--- config.mk ---
export PLATFORM = sky130hd
export DESIGN_NAME = tpic_relay_refresh_flat
export DESIGN_NICKNAME = d
export VERILOG_FILES = /design/src/rtl/tpic_relay_refresh_if.sv /design/src/rtl/tpic_relay_refresh.sv /design/src/flat_wrapper.sv
export SDC_FILE = /design/constraint.sdc
export NUM_CORES = 1
export LEC_CHECK = 0
export CORE_MARGIN = 1.5
export CORE_UTILIZATION = 35
export CTS_CLUSTER_SIZE = 8
export DETAILED_ROUTE_END_ITERATION = 10
export SLEW_MARGIN = 10
export SYNTH_ARGS = -nofsm -noshare
export SYNTH_HDL_FRONTEND = slang
export SYNTH_SLANG_ARGS = --single-unit
--- constraint.sdc ---
create_clock -name clk -period 4.95 [get_ports clk]
set_input_delay 0.99 -clock clk [delete_from_list [all_inputs] [get_ports clk]]
set_output_delay 0.99 -clock clk [all_outputs]
set_load 0.02 [all_outputs]
--- src/rtl/tpic_relay_refresh_if.sv ---
`default_nettype none
// ============================================================================
// Module   : tpic_relay_refresh_if
// Purpose  : Bundles the relay image input and the TPIC pin outputs of the
//            relay refresh core.
// Signals  : data  - flat relay image, bit WIDTH-1 shifted first
//            sclk  - TPIC shift clock (TPIC samples sout on its rising edge)
//            sout  - serial data to the first TPIC SI
//            rck   - TPIC register latch strobe, active high
//            en_n  - TPIC output enable, active low
// Modports : master - relay memory side (drives data, observes the pins)
//            slave  - refresh core side (takes data, drives the pins)
// Revision : 1.0 - initial release
// ============================================================================
interface tpic_relay_refresh_if #(
    parameter int WIDTH = 300
);
    logic [WIDTH-1:0] data;
    logic             sclk;
    logic             sout;
    logic             rck;
    logic             en_n;

    modport master (output data, input sclk, sout, rck, en_n);
    modport slave  (input data, output sclk, sout, rck, en_n);
endinterface
`default_nettype wire

--- src/rtl/tpic_relay_refresh.sv ---
`default_nettype none
// ============================================================================
// Module   : tpic_relay_refresh
// Purpose  : Relay-board core. Continuously serialises a WIDTH-bit relay
//            image into a daisy-chained TPIC shift-register string and
//            drives a heartbeat LED. A step-rate divider issues a clock
//            enable every DIVISOR/2 clk cycles; the refresh engine advances
//            one state per step, so sclk runs at clk/DIVISOR. Everything is
//            in the clk domain; no derived clocks.
// Ports    : clk      - system clock
//            reset    - synchronous, active-high reset
//            tpic     - slave modport: data in; sclk/sout/rck/en_n out
//            live_led - heartbeat, toggles every LED_DIV clk cycles
// Revision : 1.0 - initial release
// ============================================================================
module tpic_relay_refresh #(
    parameter int WIDTH   = 300,
    parameter int DIVISOR = 4,
    parameter int LED_DIV = 25000000
) (
    input  logic                clk,
    input  logic                reset,
    tpic_relay_refresh_if.slave tpic,
    output logic                live_led
);

    localparam int c_HALF   = DIVISOR / 2;
    localparam int c_STEP_W = (c_HALF > 1) ? $clog2(c_HALF) : 1;
    localparam int c_BIT_W  = $clog2(WIDTH + 1);
    localparam int c_LED_W  = (LED_DIV > 1) ? $clog2(LED_DIV) : 1;

    localparam logic [c_STEP_W-1:0] c_STEP_LAST = c_STEP_W'(c_HALF - 1);
    localparam logic [c_BIT_W-1:0]  c_BIT_INIT  = c_BIT_W'(WIDTH);
    localparam logic [c_BIT_W-1:0]  c_BIT_ONE   = c_BIT_W'(1);
    localparam logic [c_LED_W-1:0]  c_LED_LAST  = c_LED_W'(LED_DIV - 1);

    typedef enum logic [2:0] {
        S_LOAD     = 3'd0,
        S_SHIFT_HI = 3'd1,
        S_SHIFT_LO = 3'd2,
        S_LATCH    = 3'd3,
        S_GAP      = 3'd4
    } state_t;

    // ------------------------------------------------------------------
    // Step-rate divider
    // ------------------------------------------------------------------
    logic [c_STEP_W-1:0] r_step_cnt;
    logic                w_step;

    assign w_step = (r_step_cnt == c_STEP_LAST);

    always_ff @(posedge clk) begin
        if (reset) begin
            r_step_cnt <= '0;
        end else if (w_step) begin
            r_step_cnt <= '0;
        end else begin
            r_step_cnt <= r_step_cnt + 1'b1;
        end
    end

    // ------------------------------------------------------------------
    // Serial refresh engine
    // ------------------------------------------------------------------
    state_t             r_state,    w_state_nx;
    logic [WIDTH-1:0]   r_shreg,    w_shreg_nx;
    logic [c_BIT_W-1:0] r_bit_cnt,  w_bit_cnt_nx;
    logic               r_sclk,     w_sclk_nx;
    logic               r_sout,     w_sout_nx;
    logic               r_rck,      w_rck_nx;
    logic               r_en_n,     w_en_n_nx;
    logic [WIDTH-1:0]   w_shifted;

    // Shift by operator rather than slicing so WIDTH=1 stays legal.
    assign w_shifted = r_shreg << 1;

    always_comb begin
        w_state_nx   = r_state;
        w_shreg_nx   = r_shreg;
        w_bit_cnt_nx = r_bit_cnt;
        w_sclk_nx    = r_sclk;
        w_sout_nx    = r_sout;
        w_rck_nx     = r_rck;
        w_en_n_nx    = r_en_n;
        case (r_state)
            S_LOAD: begin
                // The image is snapshotted here; later data changes wait
                // for the next frame.
                w_shreg_nx   = tpic.data;
                w_sout_nx    = tpic.data[WIDTH-1];
                w_sclk_nx    = 1'b0;
                w_bit_cnt_nx = c_BIT_INIT;
                w_state_nx   = S_SHIFT_HI;
            end
            S_SHIFT_HI: begin
                w_sclk_nx  = 1'b1;
                w_state_nx = S_SHIFT_LO;
            end
            S_SHIFT_LO: begin
                w_sclk_nx    = 1'b0;
                w_bit_cnt_nx = r_bit_cnt - 1'b1;
                if (r_bit_cnt == c_BIT_ONE) begin
                    // Last bit clocked in; sout holds its value.
                    w_state_nx = S_LATCH;
                end else begin
                    w_shreg_nx = w_shifted;
                    w_sout_nx  = w_shifted[WIDTH-1];
                    w_state_nx = S_SHIFT_HI;
                end
            end
            S_LATCH: begin
                w_rck_nx   = 1'b1;
                w_state_nx = S_GAP;
            end
            S_GAP: begin
                // Outputs are enabled only once a full image is latched,
                // and stay enabled until the next reset.
                w_rck_nx   = 1'b0;
                w_en_n_nx  = 1'b0;
                w_state_nx = S_LOAD;
            end
            default: begin
                w_state_nx = S_LOAD;
            end
        endcase
    end

    always_ff @(posedge clk) begin
        if (reset) begin
            r_state   <= S_LOAD;
            r_shreg   <= '0;
            r_bit_cnt <= '0;
            r_sclk    <= 1'b0;
            r_sout    <= 1'b0;
            r_rck     <= 1'b0;
            r_en_n    <= 1'b1;
        end else if (w_step) begin
            r_state   <= w_state_nx;
            r_shreg   <= w_shreg_nx;
            r_bit_cnt <= w_bit_cnt_nx;
            r_sclk    <= w_sclk_nx;
            r_sout    <= w_sout_nx;
            r_rck     <= w_rck_nx;
            r_en_n    <= w_en_n_nx;
        end
    end

    assign tpic.sclk = r_sclk;
    assign tpic.sout = r_sout;
    assign tpic.rck  = r_rck;
    assign tpic.en_n = r_en_n;

    // ------------------------------------------------------------------
    // Heartbeat, free-running and independent of the step enable
    // ------------------------------------------------------------------
    logic [c_LED_W-1:0] r_led_cnt;
    logic               r_live_led;

    always_ff @(posedge clk) begin
        if (reset) begin
            r_led_cnt  <= '0;
            r_live_led <= 1'b0;
        end else if (r_led_cnt == c_LED_LAST) begin
            r_led_cnt  <= '0;
            r_live_led <= ~r_live_led;
        end else begin
            r_led_cnt  <= r_led_cnt + 1'b1;
        end
    end

    assign live_led = r_live_led;

endmodule
`default_nettype wire

--- src/flat_wrapper.sv ---
// flat-port wrapper written by rule: the top's interface ports become plain ports
module tpic_relay_refresh_flat 
#(
    parameter int WIDTH   = 300,
    parameter int DIVISOR = 4,
    parameter int LED_DIV = 25000000
)
  (clk, reset, live_led, tpic_data, tpic_sclk, tpic_sout, tpic_rck, tpic_en_n);
  tpic_relay_refresh_if #(.WIDTH(WIDTH)) tpic_i ();
  input  logic clk;
  input  logic reset;
  output logic live_led;
  input wire logic [$bits(tpic_i.data)-1:0] tpic_data;
  output wire logic [$bits(tpic_i.sclk)-1:0] tpic_sclk;
  output wire logic [$bits(tpic_i.sout)-1:0] tpic_sout;
  output wire logic [$bits(tpic_i.rck)-1:0] tpic_rck;
  output wire logic [$bits(tpic_i.en_n)-1:0] tpic_en_n;
  assign tpic_i.data = tpic_data;
  assign tpic_sclk = tpic_i.sclk;
  assign tpic_sout = tpic_i.sout;
  assign tpic_rck = tpic_i.rck;
  assign tpic_en_n = tpic_i.en_n;
  tpic_relay_refresh #(.WIDTH(WIDTH), .DIVISOR(DIVISOR), .LED_DIV(LED_DIV)) u_core (.clk(clk), .reset(reset), .tpic(tpic_i), .live_led(live_led));
endmodule
==> results.cfg <==
[finish]
layoutNonFillerInstCount = 2642
drive_gt1_frac = 0.04149
syn2layout_area_growth_pct = 30.19
multiInputGateArea_sq_um = 7066
register_area_sq_um = 6847
fillers = 4129
final_net_count = 2400

[sta]
drv_slew = 0
whs_ns = 0.4547
relSlewSlack = 0.2129
fin_skew_ns = 0.01246
setup_violations = 0
tightest_slew_ns = 1.178
worst_slack_ns = 2.059
finalHoldViolCount = 0
fin_crit_sh = 0.5840
fin_setup_tns_ns = 0
period_needed_ns = 2.891
fmax_mhz = 345.9
rsz0062_at_grt = false

[logic_synthesis]
syn_nets = 2196
syn_inst = 1891
avgSynthCellArea_sq_um = 7.824
yosysSeqAreaShare = 0.4627
synth-edff-count = 0
synth_warnings = 0
synth_cell_type_count = 44
synth_area_sq_um = 14800
ys_ff_latch = 342
ys.flop_type = dfxtp_1
async_reset_ff_frac = 0

[global_routing]
antenna_found_initial = 8
grt_pass1_vias = 13120
track_usage = 0.1764
grt.overflow.total = 0
grt_max_degree = 163
grt_pass1_wl_mm = 64.53

[power_and_ir_drop]
total_leakage_power_nw = 6.965
power.switching_mw = 1.795
internal_power_mw = 5.225
power_density_nw_per_um2 = 364.4
power_frac_seq = 0.445
clockPowerShare = 0.410
p_comb_frac = 0.145
sw_frac_of_total = 0.2557
ir_drop_mv = 0.1764

[status]
status = completed

[critical_path]
cp_data_arrival_time_ns = 3.36
cp.required_ns = 5.41
slowest_delay_ns = 0.81
cp_slowest_cell = buf_4
critical_path_class = flop to flop
cp-start-kind = flop
crit_fanout = 97
path_cells = nor2b_4 > buf_4 > buf_4 > nand2_1 > a311oi_1
cp-end-kind = flop
path_common_cell = buf_4

[routing]
drt-pass1-iter-count = 7
wl_per_cell_um = 14.92
finalWirelength_mm = 39.41
vias = 13770
drc = 0
dr.first_iter.drc_count = 911
viasPerCell = 5.213
antenna_left = 0

[floorplan]
die_w_um = 208.6
rows = 75
dieArea_sq_um = 43520
dieHeight_um = 208.6
initial_core_util = 0.3535
pin_count = 307
core-area_sq_um = 41850

[cts]
cts.sinks = 342
cts-root-buf = clkbuf_16
cts_buffers = 48
clockBufferDepth = 3
htreeDepth = 2
cts_tree = yes
cts.clk_slew.worst_paths_ns = 0.05
hold_buffers = 0
post_cts_buffers = 0
cts_resized = 0
clk-insertion-delay-late_ns = 0.56

[placed_design]
pre_cts_ws_ns = 2.036
dp.cells = 2584
dp_hpwl_mm = 25.07
gp_congestion = 0.7770
port_buffers = 306

[flow_run]
maxCapViolations = 0

[worst_hold_path]
min_path_type = flop to flop
==> final cells by class <==
class / instances / area share
Tap cell: 539 / 0.03501
Timing Repair Buffer: 330 / 0.1751
Sequential cell: 342 / 0.3554
Clock inverter: 2 / 0.0009094
Multi-Input combinational cell: 1365 / 0.3668
Clock buffer: 50 / 0.06437
Antenna cell: 6 / 0.0007795
Inverter: 8 / 0.001559
==> worst max-delay path, delay by kind of cell (launching register included) <==
kind            cells  cell delay [ns]
buf+inv             2             1.30
flops               1             0.65
simple gates        2             0.42
compound gates      1             0.29
==> logic make-up after synthesis <==
| family | count (synthesis) | share of synthesized area |
|---|---|---|
| simple gates | 1003 | 0.2677 |
| xor+xnor | 19 | 0.01125 |
| buf+inv | 184 | 0.06097 |
| flops | 342 | 0.4627 |
| mux | 1 | 0.0007610 |
| compound gates | 339 | 0.1941 |
| fa+ha+maj | 3 | 0.002537 |
==> routing by layer <==
| metal | vias to the layer above | wire, um | part of all wire | global-route usage |
|---|---|---|---|---|
| met5 | - | 41 | 0.0010 | 0 |
| met4 | 6 | 898 | 0.023 | 0.07021 |
| met3 | 66 | 2495 | 0.063 | 0.04253 |
| met2 | 325 | 17590 | 0.45 | 0.2755 |
| met1 | 6399 | 18380 | 0.47 | 0.2345 |
| li1 | 6978 | - | - | - |
==> final timing paths <==
path | start | to | slack [ns] | cells past startpoint
worst max register to register | u_core.r_state[1] | u_core.r_shreg[100] | 2.06 | 5
worst max-delay path | u_core.r_state[1] | u_core.r_shreg[100] | 2.06 | 5
worst min register to register | u_core.tpic.en_n | u_core.tpic.en_n | 0.45 | 1
worst min-delay path | u_core.tpic.en_n | u_core.tpic.en_n | 0.45 | 1
==> registers in the layout, indices dropped and copies added, names as in the netlist, 3 cells and up <==
| signal | cells |
|---|---|
| u_core.r_shreg | 299 |
| u_core.r_led_cnt | 25 |
| u_core.r_state | 3 |
| u_core.r_bit_cnt | 9 |
==> cells in the final DEF (no fill, tap or decap), types with 8 or more instances in the layout <==
cell type / n
a21oi_1: 20
a311oi_1: 300
buf_12: 10
buf_4: 14
clkbuf_16: 49
clkdlybuf4s50_1: 305
dfxtp_1: 342
inv_1: 8
nand2_1: 612
nand3_1: 11
nand4_1: 8
nor2_1: 327
o21ai_0: 9
xnor2_1: 11
xor2_1: 8
==> power by group through the flow <==
stage / Combinational [mW] / Sequential [mW] / Clock (mW)
final: 1.02 / 3.13 / 2.88
after detailed placement: 1.03 / 3.18 / 0
after global routing: 1.15 / 3.15 / 3.08
after CTS: 1.03 / 3.12 / 2.98
after floorplan: 0.667 / 3.14 / 0
after global placement: 1.01 / 3.17 / 0
==> metrics by stage <==
stage,total power [mW],utilization,area [sq um]
floorplan,3.812,-,14800
global placement,4.179,0.4298,17990
detailed placement,4.204,0.4298,17990
CTS,7.136,0.4599,19250
global route,7.384,0.4601,19250
finish,7.020,0.4602,19260
==> Yosys cell counts (2+ instances only) <==
master    number  area share
nand2_1      612        0.16
dfxtp_1      342        0.46
nor2_1       327       0.083
a311oi_1     300        0.18
clkbuf_1     104       0.026
buf_4         44       0.022
buf_2         24      0.0081
a21oi_1       20      0.0068
nand3_1       11      0.0037
xnor2_1       11      0.0065
o21ai_0        9      0.0030
inv_1          8      0.0020
nand4_1        8      0.0034
xor2_1         8      0.0047
nor3_1         7      0.0024
or3_1          7      0.0030
or4_1          6      0.0030
nand2b_1       4      0.0017
nor4_1         4      0.0017
o31ai_1        4      0.0020
ha_1           3      0.0025
nor2b_1        3      0.0013
a21o_1         2      0.0010
buf_6          2      0.0015
nor4b_1        2      0.0012
Note: power is estimated with default switching activity, not from simulation.
